**config.mk**
```make
export PLATFORM = sky130hd
export DESIGN_NAME = mem_arbiter
export DESIGN_NICKNAME = d
export VERILOG_FILES = /design/src/rtl/riscv_mc_pkg.sv /design/src/rtl/rr_picker.sv /design/src/rtl/mem_arbiter.sv
export SDC_FILE = /design/constraint.sdc
export NUM_CORES = 1
export LEC_CHECK = 0
export CORE_AREA = 2 2 158 160
export CTS_CLUSTER_SIZE = 20
export DETAILED_ROUTE_END_ITERATION = 10
export DIE_AREA = 0 0 160 162
export SYNTH_ARGS = -nofsm -noshare
export SYNTH_HDL_FRONTEND = slang
export SYNTH_SLANG_ARGS = --single-unit
```
**constraint.sdc**
```tcl
create_clock -name clk -period 4.88 [get_ports clk]
set_input_delay 0.976 -clock clk [delete_from_list [all_inputs] [get_ports clk]]
set_output_delay 0.976 -clock clk [all_outputs]
set_load 0.1 [all_outputs]
```
**src/rtl/riscv_mc_pkg.sv**
```systemverilog
// Shared types for the multicore RV32I memory subsystem.
// Pure declarations: no logic, no latency.
// No flow control of its own; consumers define their own handshakes.
package riscv_mc_pkg;

   localparam int NUM_CORES_DEF = 4;

   typedef enum logic [1:0] {
      IDLE = 2'd0,
      BUSY = 2'd1,
      RESP = 2'd2
   } arb_state_t;

   typedef logic [$clog2(NUM_CORES_DEF)-1:0] core_idx_t;

endpackage

```
**src/rtl/rr_picker.sv**
```systemverilog
// Round-robin picker: first set request at or after ptr, wrapping at N-1.
// Purely combinational, zero latency.
// No backpressure; valid is low when no request is set.
module rr_picker
   import riscv_mc_pkg::*;
#(
   parameter int N  = NUM_CORES_DEF,
   parameter int IW = $clog2(N)
) (
   input  logic [N-1:0]  req,
   input  logic [IW-1:0] ptr,
   output logic          valid,
   output logic [IW-1:0] idx
);

   // one spare bit so ptr+i never overflows before the wrap subtraction
   logic [IW:0] cand;

   always_comb begin
      valid = 1'b0;
      idx   = '0;
      cand  = '0;
      for (int i = 0; i < N; i++) begin
         cand = {1'b0, ptr} + (IW+1)'(i);
         if (cand >= (IW+1)'(N)) begin
            cand = cand - (IW+1)'(N);
         end
         if (!valid && req[cand[IW-1:0]]) begin
            valid = 1'b1;
            idx   = cand[IW-1:0];
         end
      end
   end

endmodule

```
**src/rtl/mem_arbiter.sv**
```systemverilog
// Round-robin arbiter serialising NUM_CORES load/store requests onto one memory port.
// Latency 2 cycles request-to-ack with zero wait states; one transfer per 3 cycles.
// Backpressure: mem_ready_i stalls BUSY; cores hold req_i until ack. Bus lock under MEM_ARB_LOCK_EN.
module mem_arbiter
   import riscv_mc_pkg::*;
#(
   parameter int NUM_CORES = NUM_CORES_DEF,
   parameter int AW        = 32,
   parameter int DW        = 32
) (
   input  logic                          clk,
   input  logic                          reset_n,
   input  logic [NUM_CORES-1:0]          req_i,
   input  logic [NUM_CORES-1:0]          we_i,
   input  logic [NUM_CORES-1:0][AW-1:0]  addr_i,
   input  logic [NUM_CORES-1:0][DW-1:0]  wdata_i,
   input  logic [NUM_CORES-1:0]          lock_i,
   output logic [NUM_CORES-1:0]          ack_o,
   output logic [DW-1:0]                 rdata_o,
   output logic                          mem_valid_o,
   output logic                          mem_we_o,
   output logic [AW-1:0]                 mem_addr_o,
   output logic [DW-1:0]                 mem_wdata_o,
   input  logic                          mem_ready_i,
   input  logic [DW-1:0]                 mem_rdata_i
);

   localparam int IW = $clog2(NUM_CORES);

   typedef struct packed {
      logic          we;
      logic [AW-1:0] addr;
      logic [DW-1:0] wdata;
   } xfer_t;

   arb_state_t           state;
   logic [IW-1:0]        rr_ptr;
   logic [IW-1:0]        win_idx;
   logic [IW-1:0]        ptr_next;
   xfer_t                xfer;
   logic [DW-1:0]        rdata_q;
   logic [NUM_CORES-1:0] pick_req;
   logic                 pick_vld;
   logic [IW-1:0]        pick_idx;
   logic                 rr_hold;

`ifdef MEM_ARB_LOCK_EN
   logic                 locked;
   logic [IW-1:0]        lock_owner;
   logic [NUM_CORES-1:0] owner_mask;
   logic                 lock_drop;
   logic                 lock_hold;

   assign owner_mask = NUM_CORES'(1) << lock_owner;
   // owner walked away from the bus without a locked request: release now
   assign lock_drop  = locked & ~req_i[lock_owner] & ~lock_i[lock_owner];
   assign lock_hold  = locked & ~lock_drop;
   assign pick_req   = lock_hold ? (req_i & owner_mask) : req_i;
   assign rr_hold    = locked;

   always_ff @(posedge clk or negedge reset_n) begin
      if (!reset_n) begin
         locked     <= 1'b0;
         lock_owner <= '0;
      end else if (state == IDLE && lock_drop) begin
         locked     <= 1'b0;
      end else if (state == RESP) begin
         if (lock_i[win_idx]) begin
            locked     <= 1'b1;
            lock_owner <= win_idx;
         end else if (locked) begin
            locked     <= 1'b0;
         end
      end
   end
`else
   logic unused_lock;

   assign unused_lock = ^lock_i;
   assign pick_req    = req_i;
   assign rr_hold     = 1'b0;
`endif

   rr_picker #(
      .N  (NUM_CORES),
      .IW (IW)
   ) u_rr_picker (
      .req   (pick_req),
      .ptr   (rr_ptr),
      .valid (pick_vld),
      .idx   (pick_idx)
   );

   assign ptr_next = (win_idx == IW'(NUM_CORES-1)) ? '0 : win_idx + IW'(1);

   always_ff @(posedge clk or negedge reset_n) begin
      if (!reset_n) begin
         state   <= IDLE;
         rr_ptr  <= '0;
         win_idx <= '0;
         xfer    <= '0;
         rdata_q <= '0;
      end else begin
         case (state)
            IDLE: begin
               if (pick_vld) begin
                  win_idx    <= pick_idx;
                  xfer.we    <= we_i[pick_idx];
                  xfer.addr  <= addr_i[pick_idx];
                  xfer.wdata <= wdata_i[pick_idx];
                  state      <= BUSY;
               end
            end
            BUSY: begin
               if (mem_ready_i) begin
                  if (!xfer.we) begin
                     rdata_q <= mem_rdata_i;
                  end
                  state <= RESP;
               end
            end
            RESP: begin
               if (!rr_hold) begin
                  rr_ptr <= ptr_next;
               end
               state <= IDLE;
            end
            default: state <= IDLE;
         endcase
      end
   end

   assign mem_valid_o = (state == BUSY);
   assign mem_we_o    = (state == BUSY) & xfer.we;
   assign mem_addr_o  = xfer.addr;
   assign mem_wdata_o = xfer.wdata;
   assign ack_o       = (state == RESP) ? (NUM_CORES'(1) << win_idx) : '0;
   assign rdata_o     = rdata_q;

endmodule

```
* Word level (Yosys, flattened, before mapping)
Index checks and enable logic that the tools add are counted.
** Word-level totals
- Flip-flop bits (word level) :: 103
- Input port bits :: 303
- Output and inout bits :: 102
- Word-level logic and storage cells :: 73
** Operators by class
- Add/sub/neg operators :: 8
- $lt $le $gt $ge :: 9
- Equal/unequal tests :: 5
- Shift operators :: 1
- Multiplexer cells :: 31
- Bitwise operators :: 2
- Reductions and logical operators :: 10
** Operator list (count)
- $bmux 32 s2 :: 2
- $mux 32 :: 2
- $mux 2 :: 11
- $lt 2x3->1 const B :: 5
- $bmux 1 s2 :: 5
- $ge 3x3->1 const B :: 3
- $mux 1 :: 9
- $sub 2x1->2 const B :: 4
- $add 2x2->3 const B :: 2
- $eq 2x2->1 const B :: 2
- $mux 4 :: 1
- $pmux 2 s2 :: 1
- $reduce_and 2->1 :: 2
- $shl 1x2->4 const A :: 1
- $add 2x1->3 const B :: 1
- $ge 2x3->1 const B :: 1
- $logic_and 1x1->1 :: 3
- $logic_not 1->1 :: 3
- $reduce_and 3->1 :: 1
- $add 2x1->2 const B :: 1
- $eq 2x1->1 const B :: 1
- $logic_not 2->1 :: 1
- $ne 2x1->1 const B :: 1
- $ne 2x2->1 const B :: 1
- other kinds (2) :: 2

* Depth between registers and ports, before layout
Gate-level depths: netlist of run 1.
- Word-level depth :: 16
- Mapped depth :: 7
- Gate-level depth less buffers :: 5

* By module
A second synthesis of run 1 with hierarchy kept.
** Second synthesis, totals
- Cells, all modules :: 392
- Area total of the unflattened synthesis :: 6035.8 µm²
** By module, submodules not included
- mem_arbiter :: times used 1, cells each 377, area an instance 5958.2 µm², seq. area each 2577.5 µm²
- rr_picker :: times used 1, cells each 15, area an instance 77.6 µm², seq. area each 0.0 µm²

* Worst setup path before layout of run 1
No wires, ideal clock.
- Path kind :: register -> output
- From :: register state[1]
- To :: output mem_we_o
- Data arrival time :: 2.718 ns
- Required time :: 3.904 ns
- Slack :: 1.186 ns
- Stages on the path, launching flop included :: 3
- Path buffers :: 0
- Cell sequence :: dfrtp_1 > nor2b_1 > and2_1
** On the way
- Longest elaborated chain between the ends :: 2
** Ends and longest elaborated chain
- start: declaration :: line mem_arbiter.sv:36 : arb_state_t state;
- start signal: assignment :: line mem_arbiter.sv:98 : state <= IDLE;
- start signal: assignment :: line mem_arbiter.sv:111 : state <= BUSY;
- start signal: assignment :: line mem_arbiter.sv:119 : state <= RESP;
- $eq 2x1->1
- named net mem_valid_o :: line mem_arbiter.sv:20 : output logic mem_valid_o,
- $and 1x1->1 :: line mem_arbiter.sv:134 : assign mem_we_o = (state == BUSY) & xfer.we;
- end: declaration :: line mem_arbiter.sv:21 : output logic mem_we_o,
The timed path passes the listed nets, and every way through them passes these cells.

* Worst setup path in the final report of run 1
- From :: register state[0]
- To :: output ack_o[0]
** On the way
- Longest elaborated chain between the ends :: 2
** Ends and longest elaborated chain
- $eq 2x2->1 :: line mem_arbiter.sv:137 : assign ack_o = (state == RESP) ? (NUM_CORES'(1) << win_idx) : '0;
- $mux 4 :: line mem_arbiter.sv:137
- end: declaration :: line mem_arbiter.sv:18 : output logic [NUM_CORES-1:0] ack_o,
Every way passes these cells.

==> results of run 1 <==
==> registers in the layout, summed over array words and instances, names as in the netlist <==
signal / count
mem_addr_o: 32
mem_wdata_o: 32
rdata_o: 32
rr_ptr: 2
state: 2
win_idx: 2
xfer: 1
==> worst max-delay path, delay by kind of cell, from the launching register on <==
| kind | cells | cell delay [ps] |
|---|---|---|
| buffers and inverters | 1 | 1160 |
| AND/OR/NAND/NOR | 2 | 500 |
| flip-flops | 1 | 410 |
==> cell usage in the layout, fill, tap and decap left out, types with 2 or more instances in the layout <==
cell type	synthesis	final
a21oi_1	3	3
ha_1	4	4
inv_6	0	3
buf_12	0	4
buf_4	78	5
nor2_1	5	5
nor2b_1	3	2
mux2_2	35	35
nand2_1	65	64
o221ai_2	39	39
and2_1	6	6
dfrtp_1	103	103
a211oi_1	2	2
clkbuf_16	0	9
mux2i_1	128	128
o21ai_0	5	5
clkdlybuf4s50_1	0	399
o221ai_1	25	25
nand2b_1	2	2
inv_1	4	4
==> logic make-up after synthesis <==
logic type,count (synthesis)
AOI/OAI and AO/OA,79
adders and majority gates,4
buffers and inverters,106
DFF,103
muxes,164
and+or+nand+nor,86
==> synthesized netlist by cell type <==
library cell,count,share of area (%)
a221o_1,1,0.16
o21ai_1,1,0.079
buf_6,5,0.89
mux2_1,1,0.18
o21a_1,1,0.12
inv_1,4,0.24
nand3_1,1,0.079
dfrtp_1,103,41
o221ai_2,39,9.3
a21oi_1,3,0.24
nand2_1,65,3.9
nor3b_1,1,0.12
nor2b_1,3,0.30
buf_4,78,9.3
a21o_1,1,0.12
a211o_1,1,0.14
o21ai_0,5,0.40
clkbuf_1,12,0.71
nand3b_1,1,0.12
or3_1,2,0.20
buf_2,7,0.55
a211oi_1,2,0.24
ha_1,4,0.79
mux2_2,35,6.2
mux2i_1,128,20
and2_1,6,0.59
o221ai_1,25,3.5
nor2_1,5,0.30
nand2b_1,2,0.20
==> final timing paths <==
kind,startpoint,endpoint,slack [ps],cells past startpoint
min reg2reg,mem_wdata_o[6],mem_wdata_o[6],490,2
max,state[0],ack_o[0],1470,3
max reg2reg,rr_ptr[0],mem_wdata_o[1],2510,5
min in group asynchronous,reset_n,rdata_o[5],640,1
min,mem_wdata_o[6],mem_wdata_o[6],490,2
max in group asynchronous,reset_n,mem_addr_o[24],3320,2
==> final cells by class <==
| type | count | area, sq um |
|---|---|---|
| clock inverters | 6 | 51.3 |
| flip-flops and latches | 103 | 2580 |
| fillers | 2367 | 13700 |
| clock buffers | 9 | 225 |
| repair buffers | 408 | 4110 |
| multi-input cells | 333 | 3030 |
| well taps | 324 | 405 |
| inverters | 4 | 15.0 |
==> stage by stage <==
step | hold slack [ps] | setup WS [ps]
final | 488 | 1470
after global routing | 514 | 1340
after CTS | 493 | 1420
after detailed placement | 472 | 1400
after global placement | 470 | 1400
after floorplan | 457 | 1190
==> layer usage <==
metal	GRT usage, %	wire [um]
met1	20.6	9270
met2	29.1	10900
met3	5.59	1740
met4	4.01	256
met5	0	0
==> power by group through the flow <==
stage          clock [mW]  sequential, mW  combinational [mW]
2_1_floorplan           0            2.48                3.90
3_3_place_gp            0            1.53                5.93
3_5_place_dp            0            1.53                5.95
4_1_cts             0.759            1.53                5.96
5_1_grt             0.788            1.59                6.15
6_report            0.725            1.52                5.90
==> impl_metrics.env, run 1 <==
export IMPL_status="completed"
export IMPL_critPathCaptureType="output pin"
export IMPL_rsz0062_at_grt="no"
export IMPL_core_region_area_sq_um=24100
export IMPL_drive_above_1_share_pct=11.9
export IMPL_max_freq_mhz=293
export IMPL_cts_root_buf="clkbuf_16"
export IMPL_dpl_hpwl_um=16500
export IMPL_slew_viol_final=0
export IMPL_avgSynthCellArea_sq_um=11.6
export IMPL_cp_slowest_cell="clkdlybuf4s50_1"
export IMPL_track_usage_pct=16.9
export IMPL_p_clk_share_pct=8.9
export IMPL_worstPathMaxFanout=6
export IMPL_io_buffers=400
export IMPL_finalClockSkew_ps=16.8
export IMPL_cts_tree="yes"
export IMPL_final_util_pct=43.2
export IMPL_hold_violations=0
export IMPL_synthesis_area_sq_um=6310
export IMPL_post_route_period_util_pct=69.8
export IMPL_ys_types=29
export IMPL_synth_compound_area_share_pct=14.2
export IMPL_clock_sinks=103
export IMPL_setup_violations=0
export IMPL_crit_type="flip-flop to output pin"
export IMPL_fp_dieH_um=162
export IMPL_clk_latency_ps=360
export IMPL_holdCritPathClass="flip-flop to flip-flop"
export IMPL_die_w_um=160
export IMPL_diodes=0
export IMPL_ys_warn_count=0
export IMPL_area_delta_synth_final_pct=65.0
export IMPL_stdcell_count=1187
export IMPL_syn_inst=542
export IMPL_post_route_min_period_ps=3410
export IMPL_grt_max_degree=69
export IMPL_p_total_mw=8.15
export IMPL_p_leak_nw=4.39
export IMPL_grt_pass1_vias=5764
export IMPL_synthXorXnorAreaFrac_pct=0
export IMPL_p_sw_share_pct=59.4
export IMPL_cp_cell_sequence="nor2b_1, and2_1, clkdlybuf4s50_1"
export IMPL_yosysSeqAreaShare_pct=40.8
export IMPL_tightest_slew_ps=1090
export IMPL_dp_cells=1172
export IMPL_pin_count=405
export IMPL_p_sw_mw=4.84
export IMPL_drtAntennaViolNets=0
export IMPL_final_setup_tns_ps=0
export IMPL_place_gp_congestion=0.789
export IMPL_htree_levels=3
export IMPL_powerDensity_nw_per_um2=782
export IMPL_routed_wl_um=22200
export IMPL_pwr_share_comb_pct=72.4
export IMPL_pwr_share_seq_pct=18.7
export IMPL_yosys_area_share_simple_pct=5.77
export IMPL_dieArea_sq_um=25900
export IMPL_synthAdderAreaFrac_pct=0.793
export IMPL_drtIter0Drc=183
export IMPL_first_pass_iters=4
export IMPL_p_int_mw=3.31
export IMPL_synth_top_family_by_area="multiplexers"
export IMPL_arrival_ps=2430
export IMPL_slew_headroom_pct=26.9
export IMPL_crit_path_max_incr_delay_ps=1160
export IMPL_antenna_found_initial=0
export IMPL_synth_nets=849
export IMPL_holdBufCountCts=0
export IMPL_drv_cap=0
export IMPL_muxShareOfSynthArea_pct=26.7
export IMPL_worstSetupStartpointType="flip-flop"
export IMPL_wire_per_inst_um=18.7
export IMPL_initial_core_util_pct=26.2
export IMPL_clk_pin_slew_ps=80
export IMPL_ys_ff_latch=103
export IMPL_cts_inserted_buffers=9
export IMPL_place_area_sq_um=10100
export IMPL_globalRouteOverflowTotal=0
export IMPL_fin_area_sq_um=10400
export IMPL_rows=57
export IMPL_final_nets=1166
export IMPL_vias=5385
export IMPL_required_ps=3900
export IMPL_drc_errors=0
export IMPL_clock_path_buffers=2
export IMPL_vdd_drop_max_mv=0.584
export IMPL_viasPerCell=4.54
export IMPL_grt_pass1_wl_um=34000
export IMPL_ctsResizeCount=0
export IMPL_cts_setup_buffers=0
(Power assumes the default switching activity.)
==> inputs of run 2 (changes only) <==
Settings changed: CORE_AREA 2 2 158 160 to 2 2 157 159, DIE_AREA 0 0 160 162 to 0 0 159 161.
Clock period 4.88 ns to 3 ns, I/O delays scaled along.
==> run 2 against run 1 <==
Effect of this change: setup slack got worse by 880 ps; core utilization rose by 0.14 points; design area fell by 0.26%; register-to-register slack got worse by 1600 ps; global-route usage rose by 0.32 points; die area fell by 1.2%; flip-flop and latch count did not move; critical path type is now input port to flip-flop.
==> impl_metrics.env, run 2 (synthesis results as in run 1) <==
export IMPL_wire_per_inst_um=18.6
export IMPL_wl_met2_um=11200
export IMPL_vias=5449
export IMPL_die_w_um=159
export IMPL_arrival_ps=2650
export IMPL_cp_slowest_cell="clkdlybuf4s50_1"
export IMPL_drv_cap=0
export IMPL_worstPathMaxFanout=33
export IMPL_startpoint="req_i[3]"
export IMPL_vdd_drop_max_mv=0.871
export IMPL_finalClockSkew_ps=19.3
export IMPL_dp_slack_ps=203
export IMPL_cts_inserted_buffers=9
export IMPL_layout_common_cells="clkdlybuf4s50_1, mux2i_1, buf_4, dfrtp_1, nand2_1"
export IMPL_p_total_mw=13.4
export IMPL_holdCritPathClass="input port to async pin"
export IMPL_hold_violations=0
export IMPL_worst_path_buf_inv=2
export IMPL_viasPerCell=4.54
export IMPL_dieArea_sq_um=25600
export IMPL_routed_wl_um=22300
export IMPL_dr_wl_met3_um=1800
export IMPL_grt_pass1_wl_um=34500
export IMPL_slew_viol_final=0
export IMPL_p_leak_nw=4.62
export IMPL_fillers=2360
export IMPL_worstSetupStartpointType="input port"
export IMPL_rows=57
export IMPL_post_route_min_period_ps=2410
export IMPL_cts_tree="yes"
export IMPL_rrSetupSlack_ps=900
export IMPL_crit_type="input port to flip-flop"
export IMPL_dpl_hpwl_um=17200
export IMPL_max_freq_mhz=415
export IMPL_tightest_slew_ps=709
export IMPL_area_delta_synth_final_pct=64.6
export IMPL_htree_levels=3
export IMPL_drtAntennaViolNets=0
export IMPL_grt_max_degree=69
export IMPL_holdBufCountCts=0
export IMPL_stdcell_count=1200
export IMPL_final_setup_tns_ps=0
export IMPL_initial_core_util_pct=26.3
export IMPL_clk_pin_slew_ps=90
export IMPL_wl_met1_um=9120
export IMPL_slew_headroom_pct=52.7
export IMPL_core_region_area_sq_um=24000
export IMPL_status="completed"
export IMPL_final_nets=1178
export IMPL_pin_count=405
export IMPL_cp_cell_sequence="clkdlybuf4s50_1, nor2_1, a211o_2, or3_4, buf_4, a21oi_1, a221o_1"
export IMPL_post_route_period_util_pct=80.4
export IMPL_diodes=0
export IMPL_worst_slack_ps=588
export IMPL_final_common_cell="clkdlybuf4s50_1"
export IMPL_first_pass_iters=4
export IMPL_reg2reg_from="rr_ptr[1]"
export IMPL_drc_errors=0
export IMPL_crit_path_max_incr_delay_ps=480
export IMPL_drtIter0Drc=227
export IMPL_critPathCaptureType="flip-flop"
export IMPL_clock_path_buffers=2
export IMPL_fp_dieH_um=161
export IMPL_drive_above_1_share_pct=25.0
export IMPL_setup_violations=0
export IMPL_track_usage_pct=17.3
export IMPL_clock_sinks=103
export IMPL_crit_family="buffers and inverters"
export IMPL_ctsResizeCount=0
export IMPL_rsz0062_at_grt="no"
export IMPL_highest_layer="met4"
export IMPL_powerDensity_nw_per_um2=1290
export IMPL_timing_hold_ws_ps=272
export IMPL_cts_root_buf="clkbuf_16"
export IMPL_antenna_found_initial=0
export IMPL_cts_setup_buffers=0
export IMPL_io_buffers=400
export IMPL_grt_pass1_vias=6028
export IMPL_dp_cells=1184
export IMPL_place_gp_congestion=0.778
export IMPL_required_ps=3240
export IMPL_globalRouteOverflowTotal=0
export IMPL_clk_latency_ps=360
run 2: area by class of cell:
cell class,count,area (sq um),share of cell area [%]
tap,324,405,3.90
inverter,4,15.0,0.145
timing repair buffer,420,4050,38.9
clock buffer,9,225,2.17
sequential,103,2580,24.8
clock inverter,7,91.3,0.879
multi-input combinational,333,3030,29.2
run 2: stage by stage:
stage          utilization (%)  area (sq um)
6_report                  43.4         10400
4_1_cts                   43.4         10400
3_5_place_dp              42.0         10100
3_3_place_gp              42.0         10100
5_1_grt                   43.4         10400
2_1_floorplan                -          6320
run 2: worst paths after layout:
| check | endpoint | depth (start not counted) |
|---|---|---|
| worst max-delay path | mem_wdata_o[0] | 7 |
| worst min-delay path | mem_addr_o[15] | 1 |
| worst max register to register | mem_wdata_o[0] | 6 |
| worst min register to register | mem_wdata_o[18] | 2 |
| max in group asynchronous | rdata_o[1] | 2 |
| min in group clk | mem_wdata_o[18] | 2 |
run 2: metal layers:
metal	vias up	GRT usage, %
li1	2596	-
met3	15	5.80
met5	-	0
met1	2594	20.3
met2	244	30.9
met4	0	3.10
run 2: worst register-to-register path, stage by stage, from the launching register on:
cell	delay (ps)
dfrtp_1	450
mux2_2	370
o21a_1	210
nand2_4	100
buf_12	190
mux2_2	370
a221o_1	310
run 2: power breakdown:
group	total (mW)	internal, mW	switching [mW]	leakage [nW]
Clock	1.27	0.608	0.664	0.154
Sequential	2.51	2.09	0.420	1.25
Combinational	9.58	2.66	6.92	3.22
Total	13.4	5.37	8.00	4.62
